--- src/rtl/sfp_i2c_ctrl.sv ---
// SFP management I2C master: one-byte register write or 1..16 byte register read on one of CHANNELS buses.
// Define SFP_CLK_STRETCH_EN to honour slave clock stretching through i_scl.
module sfp_i2c_ctrl #(
  parameter int CHANNELS = 2,
  parameter int PRESCALE = 320
) (
  input  logic                clk,
  input  logic                rst,
  input  logic                cmd_wr,
  input  logic [23:0]         cmd_in,
  input  logic [1:0]          cmd_ch,
  output logic [7:0]          rd_data,
  output logic                rd_valid,
  output logic                done,
  output logic                nack_err,
  output logic                busy,
  output logic                cmd_drop,
  output logic [CHANNELS-1:0] scl,
  output logic [CHANNELS-1:0] o_sda,
  output logic [CHANNELS-1:0] upr_drv,
  input  logic [CHANNELS-1:0] i_sda,
  input  logic [CHANNELS-1:0] i_scl,
  output logic [3:0]          dbg_state_o
);

  typedef enum logic [3:0] {
    IDLE, START, ADDR_W, ACK1, REG, ACK2, WDATA, ACK3,
    RSTART, ADDR_R, ACK4, RDATA, MACK, STOP
  } state_t;

  localparam logic [9:0] PRE_MAX = 10'(PRESCALE - 1);

  state_t      state_q, state_d;
  logic [9:0]  pre_q, pre_d;
  logic [1:0]  phase_q, phase_d;
  logic [2:0]  bit_q, bit_d;
  logic [3:0]  byte_q, byte_d;
  logic [7:0]  sh_q, sh_d;
  logic [23:0] cmd_q, cmd_d;
  logic [1:0]  ch_q, ch_d;
  logic [7:0]  rd_data_q, rd_data_d;
  logic        rd_valid_q, rd_valid_d;
  logic        done_q, done_d;
  logic        nack_q, nack_d;
  logic        drop_q, drop_d;
  logic        ch_ok, tick, stall, sda_in, scl_in, scl_a, rel_a;

  // Command handshake: cmd_wr is a one-cycle valid; the controller is ready when busy=0.
  // A strobe while busy or to a non-existent channel is discarded and answered with cmd_drop.
  assign ch_ok = (int'(cmd_ch) < CHANNELS);
  assign busy  = (state_q != IDLE);

  always_comb begin
    sda_in = 1'b1;
    scl_in = 1'b1;
    for (int i = 0; i < CHANNELS; i++) begin
      if (ch_q == 2'(i)) begin
        sda_in = i_sda[i];
        scl_in = i_scl[i];
      end
    end
  end

`ifdef SFP_CLK_STRETCH_EN
  // A released SCL that still reads low means the slave is stretching the clock.
  assign stall = busy && scl_a && !scl_in;
`else
  logic unused_scl;
  assign unused_scl = scl_in;
  assign stall      = 1'b0;
`endif

  // Bus levels for the active channel, decoded from state and quarter-bit phase.
  always_comb begin
    scl_a = 1'b1;
    rel_a = 1'b1;
    case (state_q)
      IDLE: ;
      START, RSTART: begin
        scl_a = !(state_q == RSTART && phase_q == 2'd0);
        rel_a = !phase_q[1];
      end
      STOP: begin
        scl_a = (phase_q != 2'd0);
        rel_a = phase_q[1];
      end
      default: begin
        scl_a = phase_q[0] ^ phase_q[1];
        if (state_q inside {ADDR_W, REG, WDATA, ADDR_R}) rel_a = sh_q[7];
        else if (state_q == MACK) rel_a = (byte_q == 4'd0);
      end
    endcase
  end

  always_comb begin
    scl     = '1;
    upr_drv = '1;
    for (int i = 0; i < CHANNELS; i++) begin
      if (busy && ch_q == 2'(i)) begin
        scl[i]     = scl_a;
        upr_drv[i] = rel_a;
      end
    end
  end

  always_comb begin
    state_d    = state_q;
    pre_d      = pre_q;
    phase_d    = phase_q;
    bit_d      = bit_q;
    byte_d     = byte_q;
    sh_d       = sh_q;
    cmd_d      = cmd_q;
    ch_d       = ch_q;
    rd_data_d  = rd_data_q;
    nack_d     = nack_q;
    rd_valid_d = 1'b0;
    done_d     = 1'b0;
    drop_d     = cmd_wr && !(state_q == IDLE && ch_ok);
    tick       = busy && !stall && (pre_q == PRE_MAX);

    if (state_q == IDLE) begin
      pre_d   = '0;
      phase_d = '0;
      bit_d   = '0;
      if (cmd_wr && ch_ok) begin
        state_d = START;
        cmd_d   = cmd_in;
        ch_d    = cmd_ch;
        byte_d  = cmd_in[3:0];
        nack_d  = 1'b0;
      end
    end else if (!stall) begin
      pre_d = tick ? 10'd0 : pre_q + 10'd1;
    end

    if (tick) phase_d = phase_q + 2'd1;

    // End of phase 2: SCL is high, sample SDA.
    if (tick && phase_q == 2'd2) begin
      if (state_q == RDATA) begin
        sh_d = {sh_q[6:0], sda_in};
        if (bit_q == 3'd7) begin
          rd_data_d  = {sh_q[6:0], sda_in};
          rd_valid_d = 1'b1;
        end
      end else if (state_q inside {ACK1, ACK2, ACK3, ACK4} && sda_in) begin
        nack_d = 1'b1;
      end
    end

    // End of phase 3: bit slot complete, advance the sequence.
    if (tick && phase_q == 2'd3) begin
      case (state_q)
        START: begin
          state_d = ADDR_W;
          sh_d    = {cmd_q[22:16], 1'b0};
        end
        ADDR_W, REG, WDATA, ADDR_R, RDATA: begin
          bit_d = bit_q + 3'd1;
          if (state_q != RDATA) sh_d = {sh_q[6:0], 1'b0};
          if (bit_q == 3'd7) begin
            case (state_q)
              ADDR_W:  state_d = ACK1;
              REG:     state_d = ACK2;
              WDATA:   state_d = ACK3;
              ADDR_R:  state_d = ACK4;
              default: state_d = MACK;
            endcase
          end
        end
        ACK1: begin
          if (nack_q) state_d = STOP;
          else begin
            state_d = REG;
            sh_d    = cmd_q[15:8];
          end
        end
        ACK2: begin
          if (nack_q) state_d = STOP;
          else if (cmd_q[23]) state_d = RSTART;
          else begin
            state_d = WDATA;
            sh_d    = cmd_q[7:0];
          end
        end
        ACK3: state_d = STOP;
        RSTART: begin
          state_d = ADDR_R;
          sh_d    = {cmd_q[22:16], 1'b1};
        end
        ACK4: state_d = nack_q ? STOP : RDATA;
        MACK: begin
          if (byte_q == 4'd0) state_d = STOP;
          else begin
            state_d = RDATA;
            byte_d  = byte_q - 4'd1;
          end
        end
        STOP: begin
          state_d = IDLE;
          done_d  = 1'b1;
        end
        default: ;
      endcase
    end
  end

  always_ff @(posedge clk or posedge rst) begin
    if (rst) begin
      state_q    <= IDLE;
      pre_q      <= '0;
      phase_q    <= '0;
      bit_q      <= '0;
      byte_q     <= '0;
      sh_q       <= '0;
      cmd_q      <= '0;
      ch_q       <= '0;
      rd_data_q  <= '0;
      rd_valid_q <= 1'b0;
      done_q     <= 1'b0;
      nack_q     <= 1'b0;
      drop_q     <= 1'b0;
    end else begin
      state_q    <= state_d;
      pre_q      <= pre_d;
      phase_q    <= phase_d;
      bit_q      <= bit_d;
      byte_q     <= byte_d;
      sh_q       <= sh_d;
      cmd_q      <= cmd_d;
      ch_q       <= ch_d;
      rd_data_q  <= rd_data_d;
      rd_valid_q <= rd_valid_d;
      done_q     <= done_d;
      nack_q     <= nack_d;
      drop_q     <= drop_d;
    end
  end

  assign rd_data     = rd_data_q;
  assign rd_valid    = rd_valid_q;
  assign done        = done_q;
  assign nack_err    = nack_q;
  assign cmd_drop    = drop_q;
  assign o_sda       = '0;
  assign dbg_state_o = state_q;

endmodule

--- config.mk ---
export PLATFORM = sky130hd
export DESIGN_NAME = sfp_i2c_ctrl
export DESIGN_NICKNAME = d
export VERILOG_FILES = /design/src/rtl/sfp_i2c_ctrl.sv
export SDC_FILE = /design/constraint.sdc
export NUM_CORES = 1
export LEC_CHECK = 0
export BUFFER_PORTS_ARGS = -buffer_cell sky130_fd_sc_hd__buf_2
export CAP_MARGIN = 15
export CORE_MARGIN = 4
export CORE_UTILIZATION = 55
export DETAILED_ROUTE_END_ITERATION = 12
export PLACE_DENSITY = 0.77
export SLEW_MARGIN = 30
export SYNTH_ARGS = -nofsm -noshare
export SYNTH_HDL_FRONTEND = slang
export SYNTH_SLANG_ARGS = --single-unit
--- constraint.sdc ---
create_clock -name clk -period 3.05 [get_ports clk]
set_clock_uncertainty 0.2 [all_clocks]
set_input_delay 0.61 -clock clk [delete_from_list [all_inputs] [get_ports clk]]
set_output_delay 0.61 -clock clk [all_outputs]
set_load 0.005 [all_outputs]
* Yosys cells after proc, flatten, opt, wreduce, memory -nomap -nowiden *
Index checks and enable logic that the tools add are counted.
Widths: inputs -> output; s select.

storage, ports and cells
  output and inout port bits = 23
  register bits = 69
  input bits = 33

cells by class
  reductions and logical operators = 26
  muxes and demuxes = 51
  $add $sub $neg = 4
  eq/ne operators = 19
  bitwise gates (word level) = 1
  order comparisons = 1

operator list
  kind                   number
  $mux 8                 7
  $mux 4                 12
  $pmux 8 s5             1
  $pmux 4 s9             1
  $eq 4x4->1 const B     6
  $mux 10                2
  $mux 1                 18
  $eq 4x3->1 const B     4
  $pmux 4 s4             1
  $mux 3                 5
  $reduce_bool 4->1      3
  $add 10x1->10 const B  1
  $eq 10x9->1 const B    1
  $logic_and 1x1->1      10
  $eq 4x2->1 const B     2
  $logic_not 4->1        2
  $pmux 1 s3             2
  $reduce_or 5->1        1
  $eq 2x2->1 const B     2
  $eq 4x1->1 const B     1
  $logic_not 2->1        2
  $mux 2                 2
  $ne 4x4->1 const B     1
  $reduce_bool 2->1      2
  11 further kinds       13

* Logic depth before layout (Yosys ltp) *
Gate-level depths: netlist (run 1).

  depth in word-level cells = 9
  gate-level depth with buffers = 9
  depth with buffers taken out = 7

* Worst setup path after synthesis (run 1) *
OpenSTA, ideal clock, no wires.

  path type = register to output
  start = reg state_q[3], in the netlist dbg_state_o[3]
  end = out upr_drv[0]
  required time = 2.240 ns
  arrival = 1.729 ns
  cell stages (with the launch flop) = 8
  slack = 0.511 ns
  path buffers = 3
  path through = dfrtp_1 > clkbuf_1 > clkbuf_1 > buf_1 > nor2_1 > a22oi_1 > o221ai_1 > nand3_1

on the way
  cells in the longest elaborated chain, start to end = 5
  elaborated cells on any way between the ends = 17
  those cells by class = eq/ne: 8; mux: 4; reduce/logical: 5

RTL lines
  what                                                line    source
  start: declaration                                  33      state_t state_q, state_d;
  start signal: assignment                            225     state_q <= state_d;
  $eq 4x2->1 (tied with other cells)                  89      if (state_q inside {ADDR_W, REG, WDATA, ADDR_R}) rel_a = sh_q[7];
  $reduce_bool 4->1 / $mux 1 (equally long branches)  89, 90
  $mux 1                                              89
  $pmux 1 s3                                          77      case (state_q)
  $mux 1 (*)                                          99      if (busy && ch_q == 2'(i)) begin
  end: declaration                                    20      output logic [CHANNELS-1:0] upr_drv,

Mark *: on every way between the ends. The rest lies on a longest branch, timed or not.

* Worst setup path in the final report (run 1) *
  start = reg state_q[3], in the netlist dbg_state_o[3]
  end = out upr_drv[1]

Same word-level chain as after synthesis.

==> results of run 1 <==
-- layer usage --
layer | vias up | wire, um | GRT usage [%]
li1 | 1551 | - | -
met1 | 1520 | 3804 | 30.26
met2 | 102 | 4354 | 36.71
met3 | 15 | 457 | 5.333
met4 | 0 | 167 | 8.291
met5 | - | 0 | 0
-- cells in the final DEF, fill, tap and decap left out, types with 10 or more instances in the layout --
master,n
a21oi_1,17
inv_1,12
o21ai_0,24
nor2_1,35
nand3_1,13
buf_2,51
dfrtp_1,68
nand2_1,97
buf_4,13
mux2i_1,11
mux2_2,10
-- per-stage QoR --
step | power (mW) | utilization (%) | setup slack [ns] | hold WS (ns)
after floorplan | 0.9894 | - | 0.5001 | 0.2455
after global placement | 1.022 | 63.66 | 0.4399 | 0.2601
after detailed placement | 1.024 | 63.66 | 0.4398 | 0.2670
after CTS | 1.917 | 67.36 | 0.05449 | 0.06402
after global routing | 1.972 | 67.47 | 0.02240 | 0.08391
final | 1.901 | 67.47 | 0.1266 | 0.05602
-- worst min path at each step --
stage / start / endpoint / slack, ns
6_report: rst / bit_q[2] / 0.06
4_1_cts: rst / bit_q[2] / 0.06
3_5_place_dp: cmd_q[1] / cmd_q[1] / 0.27
3_3_place_gp: cmd_q[19] / cmd_q[19] / 0.26
2_1_floorplan: cmd_q[8] / cmd_q[8] / 0.25
5_1_grt: rst / bit_q[2] / 0.08
-- synth_stat cells (all sizes together), types with 6 or more instances --
master,instances
buf,7
mux2,10
a21oi,17
nor3,6
nand2,97
clkbuf,15
a22o,6
nand3,13
mux2i,11
a22oi,7
xnor2,7
nor2,36
inv,14
o21ai,25
ha,7
dfrtp,69
-- flip-flops by register name, summed over array words and instances (netlist names), 2 cells and up --
signal,flops
byte_q,4
dbg_state_o,4
cmd_q,24
pre_q,10
sh_q,8
phase_q,2
ch_q,2
bit_q,3
rd_data,8
-- cell families after synthesis --
kind of cell,after synthesis,share of synthesized area [%]
and+or+nand+nor,184,23.47
AOI/OAI and AO/OA,86,15.36
DFF,69,46.28
buffers and inverters,37,4.124
muxes,21,5.969
xor gates and xnor gates,10,2.348
adders and majority gates,7,2.347
other,1,0.1005
-- power breakdown --
part	internal, mW	switching [mW]
clock network	0.543	0.353
logic	0.0284	0.0366
registers	0.928	0.0117
-- cell type report --
type / instances / area share [%]
Multi-Input combinational cell: 310 / 42.72
Sequential cell: 69 / 39.65
Timing Repair Buffer: 65 / 8.556
Clock buffer: 10 / 2.929
Clock inverter: 6 / 2.555
Tap cell: 77 / 2.211
Inverter: 15 / 1.378
-- repair_timing --
| item | CTS | global route |
|---|---|---|
| resized for setup | 0 | 3 |
| setup buffers | 0 | 0 |
| setup endpoints to repair | 0 | 4 |
==> results.json, run 1 <==
{
  "rsz0062_at_grt": "no",
  "grt_util_all_layers_pct": 22.85,
  "yosysUniqueCellTypes": 59,
  "max_stage_delay_ns": 0.59,
  "hp-class": "input pin to async pin",
  "drt-pass1-iter-count": 4,
  "status": "complete, no violations",
  "rows": 29,
  "grt_max_degree": 50,
  "die_height_um": 90.37,
  "r2r-start": "dbg_state_o[3]",
  "synth_ff_type": "dfrtp_1",
  "syn2layout_area_growth_pct": 16.80,
  "totalWireLength_mm": 8.783,
  "antenna_left": 0,
  "min_period_ns": 2.923,
  "root_buffer": "clkbuf_8",
  "synth_edf_count": 0,
  "ctsHoldBuffers": 0,
  "cp_slowest_cell": "dfrtp_1",
  "leakage_nw": 2.106,
  "synth_area_per_cell_um2": 8.991,
  "r2r_cells": 7,
  "place_congestion": 0.9222,
  "vias": 3188,
  "fin_area_um2": 4358,
  "fmax_mhz": 342.1,
  "reg2reg_to": "byte_q[1]",
  "numClockSinks": 69,
  "final_max_slew_viol_count": 0,
  "dp_cells": 536,
  "vias_per_cell": 5.775,
  "powerDensity_nw_per_um2": 436.3,
  "synth.cell_area_um2": 3731,
  "drive_above_1_share_pct": 22.53,
  "io-pin-count": 56,
  "finalSetupTns_ns": 0,
  "cp-start-kind": "flop",
  "crit_arrival_ns": 2.11,
  "max-slew-margin-rel_pct": 53.83,
  "insertion_delay_ns": 0.35,
  "nets": 510,
  "grt_pass1_wl_mm": 15.12,
  "yosysTopAreaCell": "dfrtp_1",
  "cts_made_buffers": 9,
  "max_cap_violations": 0,
  "antenna_found_initial": 0,
  "regArea_um2": 1728,
  "coreArea_um2": 6459,
  "cp-end-kind": "output pin",
  "drt_iter0_drc": 291,
  "cp_max_fo": 13,
  "die_w_um": 90.37,
  "crit_end": "upr_drv[1]",
  "yosys.area.top_type_share_pct": 46.28,
  "tightest_slew_ns": 0.6919,
  "synthCells": 415,
  "setup_viol": 0,
  "cts.clk_slew.worst_paths_ns": 0.07,
  "instances_no_fill": 552,
  "overflow": 0,
  "hold_violations": 0,
  "fp.dieArea_um2": 8166,
  "grt_pass1_vias": 3104,
  "path_depth": 6,
  "placedInstanceArea_um2": 4111,
  "path_class": "flop to output pin",
  "reg2reg_slack_ns": 0.44,
  "ys_async_sr_fraction_pct": 100.0,
  "start_util_pct": 57.77,
  "cts_buffer_depth": 2,
  "ys_ff_latch": 69,
  "crit_buf_inv": 1,
  "synth-warning-count": 0,
  "required_ns": 2.24,
  "dp_hpwl_mm": 6.331,
  "crit_start": "dbg_state_o[3]",
  "path_delay_family": "flip-flops",
  "synth_area_leaders": "dfrtp_1, nand2_1, nor2_1",
  "seq_area_frac_synth_pct": 46.28,
  "port_buffers": 51,
  "cp_cell_sequence": "or2_2 -> mux2i_1 -> a21oi_1 -> o221ai_1 -> nand3_1 -> buf_2",
  "cts_htree_levels": 3,
  "n_fill_cell": 539,
  "cts_tree": "built",
  "period_share_pct": 95.85,
  "n_antenna_cell": 0,
  "route.detailed.drc": 0,
  "multiInputGateArea_um2": 1862,
  "wire_per_inst_um": 15.91,
  "max-vdd-ir-drop_mv": 0.3191
}
Power figures use the tool's default switching activity.
==> inputs of run 2 (changes only) <==
--- a/config.mk
+++ b/config.mk
@@ -10,7 +10,7 @@
 export CORE_MARGIN = 4
 export CORE_UTILIZATION = 55
 export DETAILED_ROUTE_END_ITERATION = 12
-export PLACE_DENSITY = 0.77
+export PLACE_DENSITY = 0.79
 export SLEW_MARGIN = 30
 export SYNTH_ARGS = -nofsm -noshare
 export SYNTH_HDL_FRONTEND = slang
==> run 2 against run 1 <==
Clock power is 19% lower; first-iteration DRC count is 4.5% lower; hold slack better by 0.087 ns; largest power group unchanged; global-route usage is 0.59 points lower; sequential share of layout area is 0.44 points higher; register-to-register slack hardly changed; combinational power is 0.8% lower.
==> results.json, run 2 (synthesis results as in run 1) <==
{
  "route.detailed.drc": 0,
  "cp_max_fo": 9,
  "final_common_cell": "nand2_1",
  "crit_arrival_ns": 2.09,
  "n_fill_cell": 535,
  "hp-class": "input pin to async pin",
  "cts_setup_buffers": 0,
  "max_cap_violations": 0,
  "cts_buffer_depth": 2,
  "die_w_um": 90.37,
  "cts.clk_slew.worst_paths_ns": 0.07,
  "setup_viol": 0,
  "port_buffers": 51,
  "cts_tree": "built",
  "max-vdd-ir-drop_mv": 0.3418,
  "dp_hpwl_mm": 6.393,
  "period_share_pct": 94.95,
  "finalPower_mw": 1.734,
  "overflow": 0,
  "grt_util_all_layers_pct": 22.26,
  "drive_above_1_share_pct": 22.64,
  "hold_violations": 0,
  "max-slew-margin-rel_pct": 59.70,
  "start_util_pct": 57.77,
  "min_period_ns": 2.896,
  "cp-start-kind": "flop",
  "rsz0062_at_grt": "no",
  "r2r_cells": 5,
  "utilization_pct": 66.68,
  "rows": 29,
  "vias": 3250,
  "n_antenna_cell": 0,
  "registers.top_by_ff_count": "cmd_q",
  "antenna_left": 0,
  "path_class": "flop to output pin",
  "totalWireLength_mm": 8.828,
  "drt-pass1-iter-count": 6,
  "die_height_um": 90.37,
  "reg2reg_slack_ns": 0.44,
  "root_buffer": "clkbuf_8",
  "finalSetupTns_ns": 0,
  "nets": 512,
  "fmax_mhz": 345.3,
  "instances_no_fill": 554,
  "powerDensity_nw_per_um2": 402.5,
  "multiInputGateArea_um2": 1862,
  "coreArea_um2": 6459,
  "wire_per_inst_um": 15.94,
  "grt_pass1_wl_mm": 14.84,
  "regArea_um2": 1727,
  "cts_htree_levels": 3,
  "syn2layout_area_growth_pct": 15.43,
  "fp.dieArea_um2": 8166,
  "dp_cells": 538,
  "reg.largest.list": "cmd_q (24), pre_q (10)",
  "vias_per_cell": 5.866,
  "place_congestion": 0.9025,
  "reg2reg_to": "sh_q[5]",
  "drt_iter0_drc": 278,
  "grt_max_degree": 36,
  "required_ns": 2.24,
  "grt_pass1_vias": 3044,
  "ctsHoldBuffers": 0,
  "insertion_delay_ns": 0.35,
  "final_max_slew_viol_count": 0,
  "r2r-start": "pre_q[6]",
  "antenna_found_initial": 0,
  "cp-end-kind": "output pin",
  "layout_common_cells": "nand2_1, dfrtp_1, buf_2, nor2_1, o21ai_0",
  "tightest_slew_ns": 0.6040,
  "cts_made_buffers": 9,
  "status": "complete, no violations",
  "numClockSinks": 69,
  "leakage_nw": 2.096,
  "largest_register_ffs": 24,
  "io-pin-count": 56
}
-- run 2: cell types whose count changed in the layout (fill, tap and decap cells not counted) --
cell | previous run | this run
dfrtp_1 | 68 | 69
clkinv_2 | 1 | 4
buf_12 | 1 | 0
clkbuf_1 | 1 | 0
dfrtp_2 | 1 | 0
buf_4 | 13 | 16
bufinv_16 | 3 | 1
clkinv_1 | 0 | 1
clkinvlp_4 | 2 | 1
-- run 2: routing by layer --
layer	global-route usage [%]	vias up	wire length (um)
met5	0	-	0
met4	8.801	0	161
met3	4.083	13	486
met2	36.53	123	4319
met1	29.22	1566	3861
li1	-	1548	-
-- run 2: how the worst max path moves through the flow --
stage | startpoint | end | slack, ns
final | dbg_state_o[0] | upr_drv[1] | 0.15
after global routing | dbg_state_o[0] | upr_drv[1] | 0.06
after floorplan | rst | bit_q[0] | 0.50
after CTS | dbg_state_o[2] | upr_drv[1] | 0.07
after detailed placement | dbg_state_o[2] | upr_drv[1] | 0.45
after global placement | dbg_state_o[2] | upr_drv[1] | 0.50
-- run 2: per-stage QoR --
| stage | instance area (um2) | setup WS, ns | hold WS [ns] |
|---|---|---|---|
| 3_5_place_dp | 4114 | 0.4470 | 0.2661 |
| 3_3_place_gp | 4114 | 0.4959 | 0.2631 |
| 4_1_cts | 4304 | 0.06979 | 0.1644 |
| 2_1_floorplan | 3735 | 0.5001 | 0.2455 |
| 6_report | 4307 | 0.1539 | 0.1428 |
| 5_1_grt | 4307 | 0.06279 | 0.1989 |
-- run 2: report_power, final --
group          internal (mW)  switching (mW)  leakage [nW]  total [mW]
Clock                  0.373           0.356        0.0987       0.729
Sequential             0.928          0.0120         0.910       0.940
Combinational         0.0275          0.0370          1.09      0.0645
Total                   1.33           0.405          2.10        1.73
-- run 2: critical path, cell delays in order (launching register included) --
cell	delay, ns
dfrtp_1	0.54
clkinv_1	0.34
nor2_1	0.22
a22oi_1	0.11
o221ai_1	0.28
nand3_1	0.10
buf_2	0.14
-- run 2: layout make-up --
class | count | area share (%)
Timing Repair Buffer | 67 | 8.716
Clock buffer | 9 | 2.876
Sequential cell | 69 | 40.09
Inverter | 15 | 1.307
Clock inverter | 7 | 1.540
Multi-Input combinational cell | 310 | 43.23
Tap cell | 77 | 2.237
-- run 2: timing repair --
action                                 4_1_cts  5_1_grt
endpoints found under the hold margin        0        0
setup endpoints to repair                    0        2
gates resized for setup                      0        1
